<file path="src/rtl/digit_entry_ctrl.sv">
// digit_entry_ctrl: collects hex digit strobes into a shift buffer and hands the entry downstream over valid/ready; ports: clk, rst (async), pulse/hex/del/enter/clr event strobes, out_ready/out_data/out_valid handshake, disp_data/count/busy/overflow status
module digit_entry_ctrl #(
  parameter int DIGITS  = 8,
  parameter int TIMEOUT = 500_000_000
) (
  input  logic                        clk,
  input  logic                        rst,
  input  logic                        pulse,
  input  logic [3:0]                  hex,
  input  logic                        del,
  input  logic                        enter,
  input  logic                        clr,
  input  logic                        out_ready,
  output logic [4*DIGITS-1:0]         out_data,
  output logic                        out_valid,
  output logic [4*DIGITS-1:0]         disp_data,
  output logic [$clog2(DIGITS+1)-1:0] count,
  output logic                        busy,
  output logic                        overflow
);
  localparam int CW = $clog2(DIGITS+1);
  localparam int TW = TIMEOUT > 0 ? $clog2(TIMEOUT+1) : 1;
  localparam logic [TW-1:0] TLIM = TIMEOUT > 0 ? TW'(TIMEOUT-1) : '0;
  typedef enum logic [1:0] {EMPTY, ENTRY, FULL, COMMIT} state_t;
  state_t state, n_state;
  logic [4*DIGITS-1:0] buffer, n_buf, n_out;
  logic [CW-1:0] n_count;
  logic [TW-1:0] timer, n_timer;
  logic n_ovf, timeout;
  always_ff @(posedge clk or posedge rst)
    if (rst) begin
      state    <= EMPTY;
      buffer   <= '0;
      count    <= '0;
      out_data <= '0;
      overflow <= 1'b0;
      timer    <= '0;
    end else begin
      state    <= n_state;
      buffer   <= n_buf;
      count    <= n_count;
      out_data <= n_out;
      overflow <= n_ovf;
      timer    <= n_timer;
    end
  // auto-clear fires only on an otherwise idle cycle of a partial/full entry
  assign timeout = TIMEOUT != 0 && (state == ENTRY || state == FULL) &&
                   !(pulse | del | enter | clr) && timer == TLIM;
  always_comb begin
    n_state = state;
    n_buf   = buffer;
    n_count = count;
    n_out   = out_data;
    n_ovf   = 1'b0;
    n_timer = '0;
    if (state == COMMIT) begin
      if (out_ready) begin
        n_state = EMPTY;
        n_buf   = '0;
        n_count = '0;
      end
    end else if (clr || timeout) begin
      n_state = EMPTY;
      n_buf   = '0;
      n_count = '0;
    end else if (enter) begin
      if (state != EMPTY) begin
        n_out   = buffer;
        n_state = COMMIT;
      end
    end else if (del) begin
      if (state != EMPTY) begin
        n_buf   = buffer >> 4;
        n_count = count - 1'b1;
        n_state = count == CW'(1) ? EMPTY : ENTRY;
      end
    end else if (pulse) begin
      if (state == FULL) n_ovf = 1'b1;
      else begin
        n_buf   = {buffer[4*DIGITS-5:0], hex};
        n_count = count + 1'b1;
        n_state = count == CW'(DIGITS-1) ? FULL : ENTRY;
      end
    end else if (state != EMPTY && TIMEOUT != 0) n_timer = timer + 1'b1;
  end
  assign disp_data = buffer;
  assign out_valid = state == COMMIT;
  assign busy      = state == COMMIT;
endmodule
</file>
<file path="config.mk">
export PLATFORM = sky130hd
export DESIGN_NAME = digit_entry_ctrl
export DESIGN_NICKNAME = d
export VERILOG_FILES = /design/src/rtl/digit_entry_ctrl.sv
export SDC_FILE = /design/constraint.sdc
export NUM_CORES = 1
export LEC_CHECK = 0
export BUFFER_PORTS_ARGS = -buffer_cell sky130_fd_sc_hd__buf_2
export CAP_MARGIN = 10
export CELL_PAD_IN_SITES_DETAIL_PLACEMENT = 0
export CELL_PAD_IN_SITES_GLOBAL_PLACEMENT = 2
export CORE_ASPECT_RATIO = 1.2
export CORE_MARGIN = 3
export CORE_UTILIZATION = 40
export DETAILED_ROUTE_END_ITERATION = 16
export GPL_TIMING_DRIVEN = 0
export PLACE_DENSITY_LB_ADDON = 0.1
export SETUP_SLACK_MARGIN = 0.02
export SLEW_MARGIN = 20
export SYNTH_ARGS = -nofsm -noshare
export SYNTH_HDL_FRONTEND = slang
export SYNTH_SLANG_ARGS = --single-unit
</file>
<file path="constraint.sdc">
create_clock -name clk -period 8.25 [get_ports clk]
set_clock_uncertainty 0.2 [all_clocks]
set_input_delay 0 -clock clk [delete_from_list [all_inputs] [get_ports clk]]
set_output_delay 0 -clock clk [all_outputs]
set_load 0.01 [all_outputs]
</file>
=== Word-level counts from Yosys, hierarchy flattened ===
Cells that the tools add are included.

* Output and inout bits: 71
* Bits in latches: 0
* Bits of input ports: 11
* Bits in read-only memories: 0
* Memories: 0
* Register bits after elaboration: 100
* Logic and storage cells: 76
* Memory bits (writable): 0

* Multiply operators: 0
* Equal/unequal tests: 12
* Magnitude comparators: 0
* Shift operators: 0
* Div/mod/pow operators: 0
* Reductions and logical operators: 11
* Bitwise logic cells: 5
* $add $sub $neg: 3
* Multiplexer cells: 39

{| class="wikitable"
|+ Operator list
! cell !! count
|-
| $mux W32 || 8
|-
| $mux W29 || 6
|-
| $mux W4 || 8
|-
| $add A29 B1 Y29 const B || 1
|-
| $eq A29 B29 Y1 const B || 1
|-
| $mux W2 || 10
|-
| $reduce_and A5 Y1 || 2
|-
| $ne A4 B1 Y1 const B || 2
|-
| $mux W1 || 7
|-
| $ne A5 B5 Y1 const B || 1
|-
| $reduce_bool A5 Y1 || 1
|-
| $add A4 B1 Y4 const B || 1
|-
| $eq A2 B2 Y1 const B || 2
|-
| $eq A4 B1 Y1 const B || 1
|-
| $eq A4 B3 Y1 const B || 1
|-
| $ne A4 B4 Y1 const B || 1
|-
| $reduce_and A4 Y1 || 1
|-
| $reduce_bool A4 Y1 || 1
|-
| $sub A4 B1 Y4 const B || 1
|-
| $ne A3 B1 Y1 const B || 1
|-
| $or A1 B1 Y1 || 3
|-
| $eq A2 B1 Y1 const B || 1
|-
| $logic_and A1 B1 Y1 || 2
|-
| $logic_or A1 B1 Y1 || 2
|-
| 4 further kinds || 5
|}

=== Logic depth before layout (Yosys ltp) ===
Gate-level depths: netlist of the first run.

* Depth after elaboration: 9
* Mapped depth: 9

=== Worst setup path after synthesis of the first run ===
OpenSTA, ideal clock, no wires.

* Kind: reg-to-reg
* From: register state[0]
* To: register out_data[0]
* Stages on the path, launching flop included: 6
* Buffers on the path: 1
* Setup slack: 6.119 ns
* Library setup time: 0.125 ns
* Period minus slack after synthesis: 2.131 ns
* Arrival: 1.807 ns
* Cell sequence: dfrtp_1 > ha_1 > or2_2 > nor2_1 > buf_2 > mux2_2

* Elaborated cells between the ends (all ways): 11
* Classes of those cells: eq/ne (3); bitwise (2); reduce/logical (6)

{| class="wikitable"
|+ RTL lines
! what !! line !! text
|-
| from (decl) || 25 || <nowiki>state_t state, n_state;</nowiki>
|-
| from (signal assigned) || 39 || <nowiki>state <= n_state;</nowiki>
|-
| $eq A2 B2 Y1 || n/a ||
|-
| via busy || 18 || <nowiki>output logic busy,</nowiki>
|-
| $not A1 Y1 (no source line) || n/a ||
|-
| $reduce_and A4 Y1 (no source line) || n/a ||
|-
| to (signal assigned) || 42 || <nowiki>out_data <= n_out;</nowiki>
|-
| to (decl) || 14 || <nowiki>output logic [4*DIGITS-1:0] out_data,</nowiki>
|}

The timed path passes the listed nets, and every way through them passes these cells.
A chain may end at the register's enable or synchronous reset.

=== Final worst setup path of the first run ===
* From: register state[0]
* To: register state[0]

* Longest elaborated chain between the ends: 7
* Elaborated cells between the ends (all ways): 16
* Classes of those cells: eq/ne (7); mux (2); reduce/logical (7)

{| class="wikitable"
|+ RTL lines
! what !! line !! text
|-
| $eq A2 B1 Y1 or $eq A2 B2 Y1 (tied branches) || 47, 78 ||
|-
| $logic_or A1 B1 Y1 || 47 || <nowiki>assign timeout = TIMEOUT != 0 && (state == ENTRY || state == FULL) &&</nowiki>
|-
| $logic_and A1 B1 Y1 || 47 ||
|-
| $logic_and A1 B1 Y1 || 48 || <nowiki>!(pulse | del | enter | clr) && timer == TLIM;</nowiki>
|-
| $logic_or A1 B1 Y1 || 62 || <nowiki>end else if (clr || timeout) begin</nowiki>
|-
| $ne A5 B5 Y1 (no source line) (tied with other cells) || n/a ||
|-
| $reduce_and A5 Y1 (no source line) or $mux W2 (tied branches) || n/a ||
|}

Parallel ways exist; a longest one is shown, timed or not.

==> results of run 1 <==
[kinds of logic (layout without fill, tap and decap cells)]
logic type	after synthesis	in the layout	share of synthesized area
and+or+nand+nor	116	116	0.133
DFF	100	100	0.535
muxes	61	61	0.139
AOI/OAI and AO/OA	51	51	0.0900
xor gates and xnor gates	28	28	0.0525
buffers and inverters	26	135	0.0311
adders and majority gates	7	7	0.0187
[sequential cells by signal, summed over array words and instances, names as in the netlist]
| signal | cells |
|---|---|
| state | 2 |
| timer | 29 |
| out_data | 32 |
| disp_data | 32 |
| count | 4 |
| overflow | 1 |
[how the worst max path moves through the flow]
stage | startpoint | to
3_3_place_gp | rst | out_data[1]
2_1_floorplan | rst | count[0]
6_report | state[0] | state[0]
4_1_cts | state[0] | state[0]
3_5_place_dp | state[0] | out_data[29]
5_1_grt | state[0] | state[0]
[metrics by stage]
| stage | util | cells | setup WS, ns | cell area (sq um) |
|---|---|---|---|---|
| after floorplan | - | 389 | 5.43 | 4670 |
| after global placement | 0.468 | 623 | 4.15 | 5270 |
| after detailed placement | 0.472 | 624 | 5.65 | 5310 |
| after CTS | 0.511 | 652 | 5.56 | 5750 |
| after global routing | 0.511 | 652 | 5.34 | 5750 |
| final | 0.511 | 652 | 5.55 | 5750 |
[repair_timing]
action | in CTS | in global routing
endpoints found under the hold margin | 119 | 0
buffers inserted | 0 | 0
hold buffers | 12 | 0
[cell usage in the layout (no fill, tap or decap), drive strengths merged, types with 3 or more instances in the layout]
master / n
a21oi: 4
nand3: 13
xor2: 19
clkbuf: 13
o21ai: 4
dlygate4sd3: 12
nor2: 39
nand4: 11
nor3: 5
a32o: 3
mux2i: 29
o2bb2ai: 29
mux2: 32
and3: 9
or2: 5
xnor2: 9
buf: 97
nand2: 13
nor2b: 5
dfrtp: 100
inv: 9
and4: 4
ha: 7
[power by group]
group          switching [uW]  leakage [uW]  total, uW  internal, uW
Sequential               10.3       0.00139        509           498
Combinational            59.9       0.00128        103          43.4
Clock                     188      0.000152        464           275
Total                     258       0.00282       1080           817
[worst max-delay path: cells and delay by family, from the launching register on]
kind	cells	cell delay, ns
compound gates	3	0.67
buf+inv	2	0.66
simple gates	2	0.51
flops	1	0.41
fa+ha+maj	1	0.21
[cell type report]
class	count	share of cell area
multi-input cells	263	0.353
well taps	154	0.0335
inverters	8	0.00609
clock inverters	5	0.0146
clock buffers	11	0.0422
plain buffers	18	0.0200
flip-flops and latches	100	0.435
repair buffers	93	0.0953
[cell usage after synthesis (all sizes together) (3+ instances only)]
library cell	count
a32o	3
mux2	32
xnor2	9
nor2b	5
and4	4
ha	7
nand3	13
buf	16
dfrtp	100
nand4	11
inv	8
a21oi	4
nor3	5
o21ai	4
mux2i	29
xor2	19
o2bb2ai	29
nor2	39
nand2	13
and3	9
or2	5
[per-layer routing]
metal  track usage  vias to the layer above  share of wire
met3        0.0358                       10          0.039
met1         0.217                     1646           0.43
met2         0.308                       65           0.52
met4        0.0625                        0          0.014
met5             0                        -              0
li1              -                     1612              -
==> flow_summary.yaml, run 1 <==
cts:
  insertion_delay_ns: 0.35
  clk_pin_slew_ns: 0.07
  cts_resized: 0
  numCtsBuffers: 9
  cts_tree: "done"
  cts.sinks: 100
  root_buffer: "clkbuf_16"
  clockBufferDepth: 2
  htreeDepth: 3
floorplan:
  core.rowCount: 42
  die_w_microns: 105
  initial_core_util: 0.416
  pin_count: 82
  coreArea_sq_um: 11200
  dieArea_sq_um: 13000
  fp.dieH_microns: 124
sta:
  hold_ws_ns: 0.0462
  final-setup-viol-count: 0
  tightest_slew_ns: 0.985
  tns_ns: 0
  fmax_mhz: 370
  fin_crit_sh: 0.328
  hold_viol: 0
  fin_crit_ns: 2.70
  maxSlewHeadroom: 0.338
  maxSlewViolCount: 0
  rsz0062_at_grt: "no"
synthesis:
  syn_area_per_cell_sq_um: 12.0
  yosysTopAreaCell: "dfrtp_1"
  ys_warn_count: 0
  synth_flop_cell: "dfrtp_1"
  synth.cell_area_sq_um: 4670
  ys_seq_elements: 100
  ys_seq_area_frac: 0.535
  synth-async-reset-ratio: 1.00
  syn-instance-count: 389
  synth_edf_count: 0
  synth_top_area_frac: 0.535
  ys_types: 45
  synth.area.top_cells: "dfrtp_1 (54%), mux2_2 (7.7%), mux2i_1 (6.2%)"
  synth_nets: 407
routing:
  wirelength_mm: 11.0
  drc: 0
  vias: 3333
  drt-pass1-iter-count: 4
  vias_per_cell: 5.11
  wl_per_cell_microns: 16.9
  final_antenna_net_count: 0
  first_iter_violations: 137
worst_setup_path:
  cp.arrival_ns: 2.79
  slowest_delay_ns: 0.58
  crit_path_top_delay_cell: "dlygate4sd3_1"
  r2r_cells: 8
  reg2reg_from: "state[0]"
  required_ns: 8.33
  path_class: "register to register"
  cp-start-kind: "register"
  cp-end-kind: "register"
  cp_max_fo: 7
  reg2reg_slack_ns: 5.55
  crit_chain: "inv_1 -> ha_1 -> nor2b_1 -> nor2_1 -> a211oi_1 -> a21oi_1 -> a221oi_1 -> dlygate4sd3_1"
  worst_r2r_endpoint: "state[0]"
global_route:
  first_global_vias: 3447
  grt_usage: 0.177
  antenna_found_initial: 0
  grt_max_degree: 79
  grt_pass1_wl_mm: 18.5
  grt_remaining_overflow: 0
pwr:
  p_per_area_nw_per_um2: 187
  power_uw: 1080
  p_leak_uw: 0.00282
  peakVddDrop_mv: 0.116
place:
  post-dp-hpwl_mm: 7.94
  gp_congestion: 0.763
  portBuffers: 80
hold_path:
  min_from: "del"
  hold_end: "state[1]"
  hp-class: "input pin to register"
  holdPathStages: 4
final_layout:
  area_delta_synth_final_pct: 23.1
  nFillCells: 1067
  fin_nets: 511
  seqCellArea_sq_um: 2500
  final_layout_size_suffix_gt1_frac: 0.311
  n_antenna_cell: 0
  multi_input_area_sq_um: 2030
run:
  cap_violations: 0
outcome:
  status: "finished, final reports clean"
Power figures use the tool's default switching activity.
==> inputs of run 2 (changes only) <==
--- a/config.mk
+++ b/config.mk
@@ -5,13 +5,14 @@
 export SDC_FILE = /design/constraint.sdc
 export NUM_CORES = 1
 export LEC_CHECK = 0
+export ABC_AREA = 1
 export BUFFER_PORTS_ARGS = -buffer_cell sky130_fd_sc_hd__buf_2
 export CAP_MARGIN = 10
 export CELL_PAD_IN_SITES_DETAIL_PLACEMENT = 0
 export CELL_PAD_IN_SITES_GLOBAL_PLACEMENT = 2
 export CORE_ASPECT_RATIO = 1.2
 export CORE_MARGIN = 3
-export CORE_UTILIZATION = 40
+export CORE_UTILIZATION = 33
 export DETAILED_ROUTE_END_ITERATION = 16
 export GPL_TIMING_DRIVEN = 0
 export PLACE_DENSITY_LB_ADDON = 0.1
==> constraint.sdc (replaced) <==
create_clock -name clk -period 2.7 [get_ports clk]
set_clock_uncertainty 0.2 [all_clocks]
set_input_delay 0 -clock clk [delete_from_list [all_inputs] [get_ports clk]]
set_output_delay 0 -clock clk [all_outputs]
set_load 0.01 [all_outputs]
==> run 2 against run 1 <==
Compared with the run above: wire length increased by 40%; sequential power rose to 3.4 times the previous value; register-to-register slack got worse by 5.2 ns; area after synthesis increased by 17%.
==> flow_summary.yaml, run 2 <==
routing:
  first_iter_violations: 237
  vias: 4745
  wirelength_mm: 15.5
  wl_per_cell_microns: 15.4
  drt-pass1-iter-count: 7
  vias_per_cell: 4.72
  drc: 0
  final_antenna_net_count: 0
worst_setup_path:
  cp_common_cell: "nor2_1"
  crit_chain: "inv_1 -> ha_1 -> nand2_1 -> nor2_1 -> nand2_1 -> nor2_1 -> nand3_4 -> nand3_2 -> nor2_2 -> inv_2 -> buf_2 -> nor2_1"
  reg2reg_from: "state[0]"
  crit_start: "state[0]"
  required_ns: 2.73
  cp-end-kind: "register"
  crit_path_top_delay_cell: "dfrtp_1"
  path_class: "register to register"
  slowest_delay_ns: 0.38
  cp_max_fo: 10
  cp-start-kind: "register"
  cp.arrival_ns: 2.38
global_route:
  first_global_vias: 4734
  grt_max_degree: 32
  grt_remaining_overflow: 0
  antenna_found_initial: 0
  grt_pass1_wl_mm: 25.3
  grt_usage: 0.178
synthesis:
  syn_area_per_cell_sq_um: 7.94
  synth-async-reset-ratio: 1.00
  ys_seq_area_frac: 0.458
  ys_seq_elements: 100
  yosysTopAreaCell: "dfrtp_1"
  synth_flop_cell: "dfrtp_1"
  synth.cell_area_sq_um: 5470
  synth_nets: 706
  synthMostInstantiatedCell: "nand2_1"
  ys_types: 39
  ys_warn_count: 0
  syn-instance-count: 688
  synth_top_area_frac: 0.458
  synth_edf_count: 0
  synth.area.top_cells: "dfrtp_1 (46%), nand2_1 (12%), nor2_1 (7.7%)"
  synth_commonest_cells: "nand2_1 (168), nor2_1 (112), dfrtp_1 (100)"
sta:
  rsz0062_at_grt: "no"
  tightest_slew_ns: 0.598
  final-setup-viol-count: 0
  tns_ns: 0
  fin_crit_ns: 2.35
  fmax_mhz: 426
  hold_viol: 0
  maxSlewHeadroom: 0.601
  fin_crit_sh: 0.870
  maxSlewViolCount: 0
cts:
  cts.sinks: 100
  ctsHoldBuffers: 10
  cts_tree: "done"
  clk_pin_slew_ns: 0.07
  insertion_delay_ns: 0.35
  root_buffer: "clkbuf_16"
  cts_setup_buffers: 0
  clockBufferDepth: 2
  htreeDepth: 3
  cts_resized: 0
  numCtsBuffers: 9
floorplan:
  initial_core_util: 0.344
  coreArea_sq_um: 15900
  fp.dieH_microns: 147
  die_w_microns: 123
  dieArea_sq_um: 18100
  pin_count: 82
  core.rowCount: 50
final_layout:
  nFillCells: 1683
  fin_nets: 811
  n_antenna_cell: 0
  seqCellArea_sq_um: 2500
  layout_common_cells: "nand2_1 (168), nor2_1 (112), dfrtp_1 (100)"
  final_layout_size_suffix_gt1_frac: 0.212
  area_delta_synth_final_pct: 20.3
  fin_util: 0.414
  layout_commonest_cell: "nand2_1"
  multi_input_area_sq_um: 2410
pwr:
  peakVddDrop_mv: 0.262
  p_leak_uw: 0.00318
  p_per_area_nw_per_um2: 635
run:
  cap_violations: 0
place:
  post-dp-hpwl_mm: 11.7
  portBuffers: 81
  gp_congestion: 0.880
hold_path:
  hp-class: "input pin to async pin"
outcome:
  status: "finished, final reports clean"
==> run 2: changes by cell type in the layout (fill, tap and decap cells not counted), moves of 10 or more <==
cell,previous run,this run
nand2_1,13,168
nor2_1,39,112
inv_1,7,69
nand3_1,13,51
mux2_2,32,0
o2bb2ai_1,29,0
mux2i_1,29,4
a21oi_1,4,27
o21ai_2,0,22
nor3_1,5,22
buf_6,4,14
==> run 2: layout make-up <==
type	count	area share
sequential	100	0.381
multi-input combinational	482	0.367
timing repair buffer	94	0.0860
inverter	76	0.0447
tap	208	0.0396
buffer	30	0.0392
clock buffer	11	0.0369
clock inverter	5	0.00552
==> run 2: power by group <==
part           internal [uW]  switching (uW)  leakage [uW]
combinational            456             725       0.00167
sequential              1640             110       0.00138
clock                    655             590      0.000140
total                   2750            1420       0.00318
==> run 2: worst paths after layout <==
kind	end	cells after the start	slack, ns
min in group clk	timer[0]	1	0.27
worst min-delay path	overflow	3	0.01
worst max-delay path	timer[10]	12	0.35
worst min register to register	timer[0]	1	0.27
worst max register to register	timer[10]	12	0.35
max in group asynchronous	out_data[4]	5	1.58
==> run 2: logic make-up after synthesis <==
family                   synth area share
XOR/XNOR                           0.0304
AO/OA/AOI/OAI                      0.0730
buffers and inverters               0.100
adder cells (fa/ha/maj)            0.0160
flip-flops                          0.458
AND/OR/NAND/NOR                     0.315
multiplexers                      0.00733
==> run 2: critical path: cells and delay by family (launching register included) <==
kind,cells,cell delay [ns]
simple gates,8,0.92
buf+inv,3,0.45
flops,1,0.38
fa+ha+maj,1,0.28
==> run 2: per-stage QoR <==
stage	setup WS [ns]	power [uW]	cells	instance area (sq um)	hold WS, ns
floorplan	0.697	2570	688	5470	-0.0389
finish	0.351	4170	1006	6570	0.0119
global route	0.149	4440	1006	6570	0.0636
detailed placement	0.299	2970	980	6190	-0.154
global placement	0.363	2950	977	6130	0.110
CTS	0.280	4250	1006	6570	0.0269
==> run 2: metal layers <==
metal | global-route usage | wire [microns] | vias up
met1 | 0.217 | 6550 | 2214
li1 | - | - | 2387
met4 | 0.0737 | 415 | 0
met3 | 0.0223 | 597 | 27
met2 | 0.313 | 7930 | 117
met5 | 0 | 0 | -
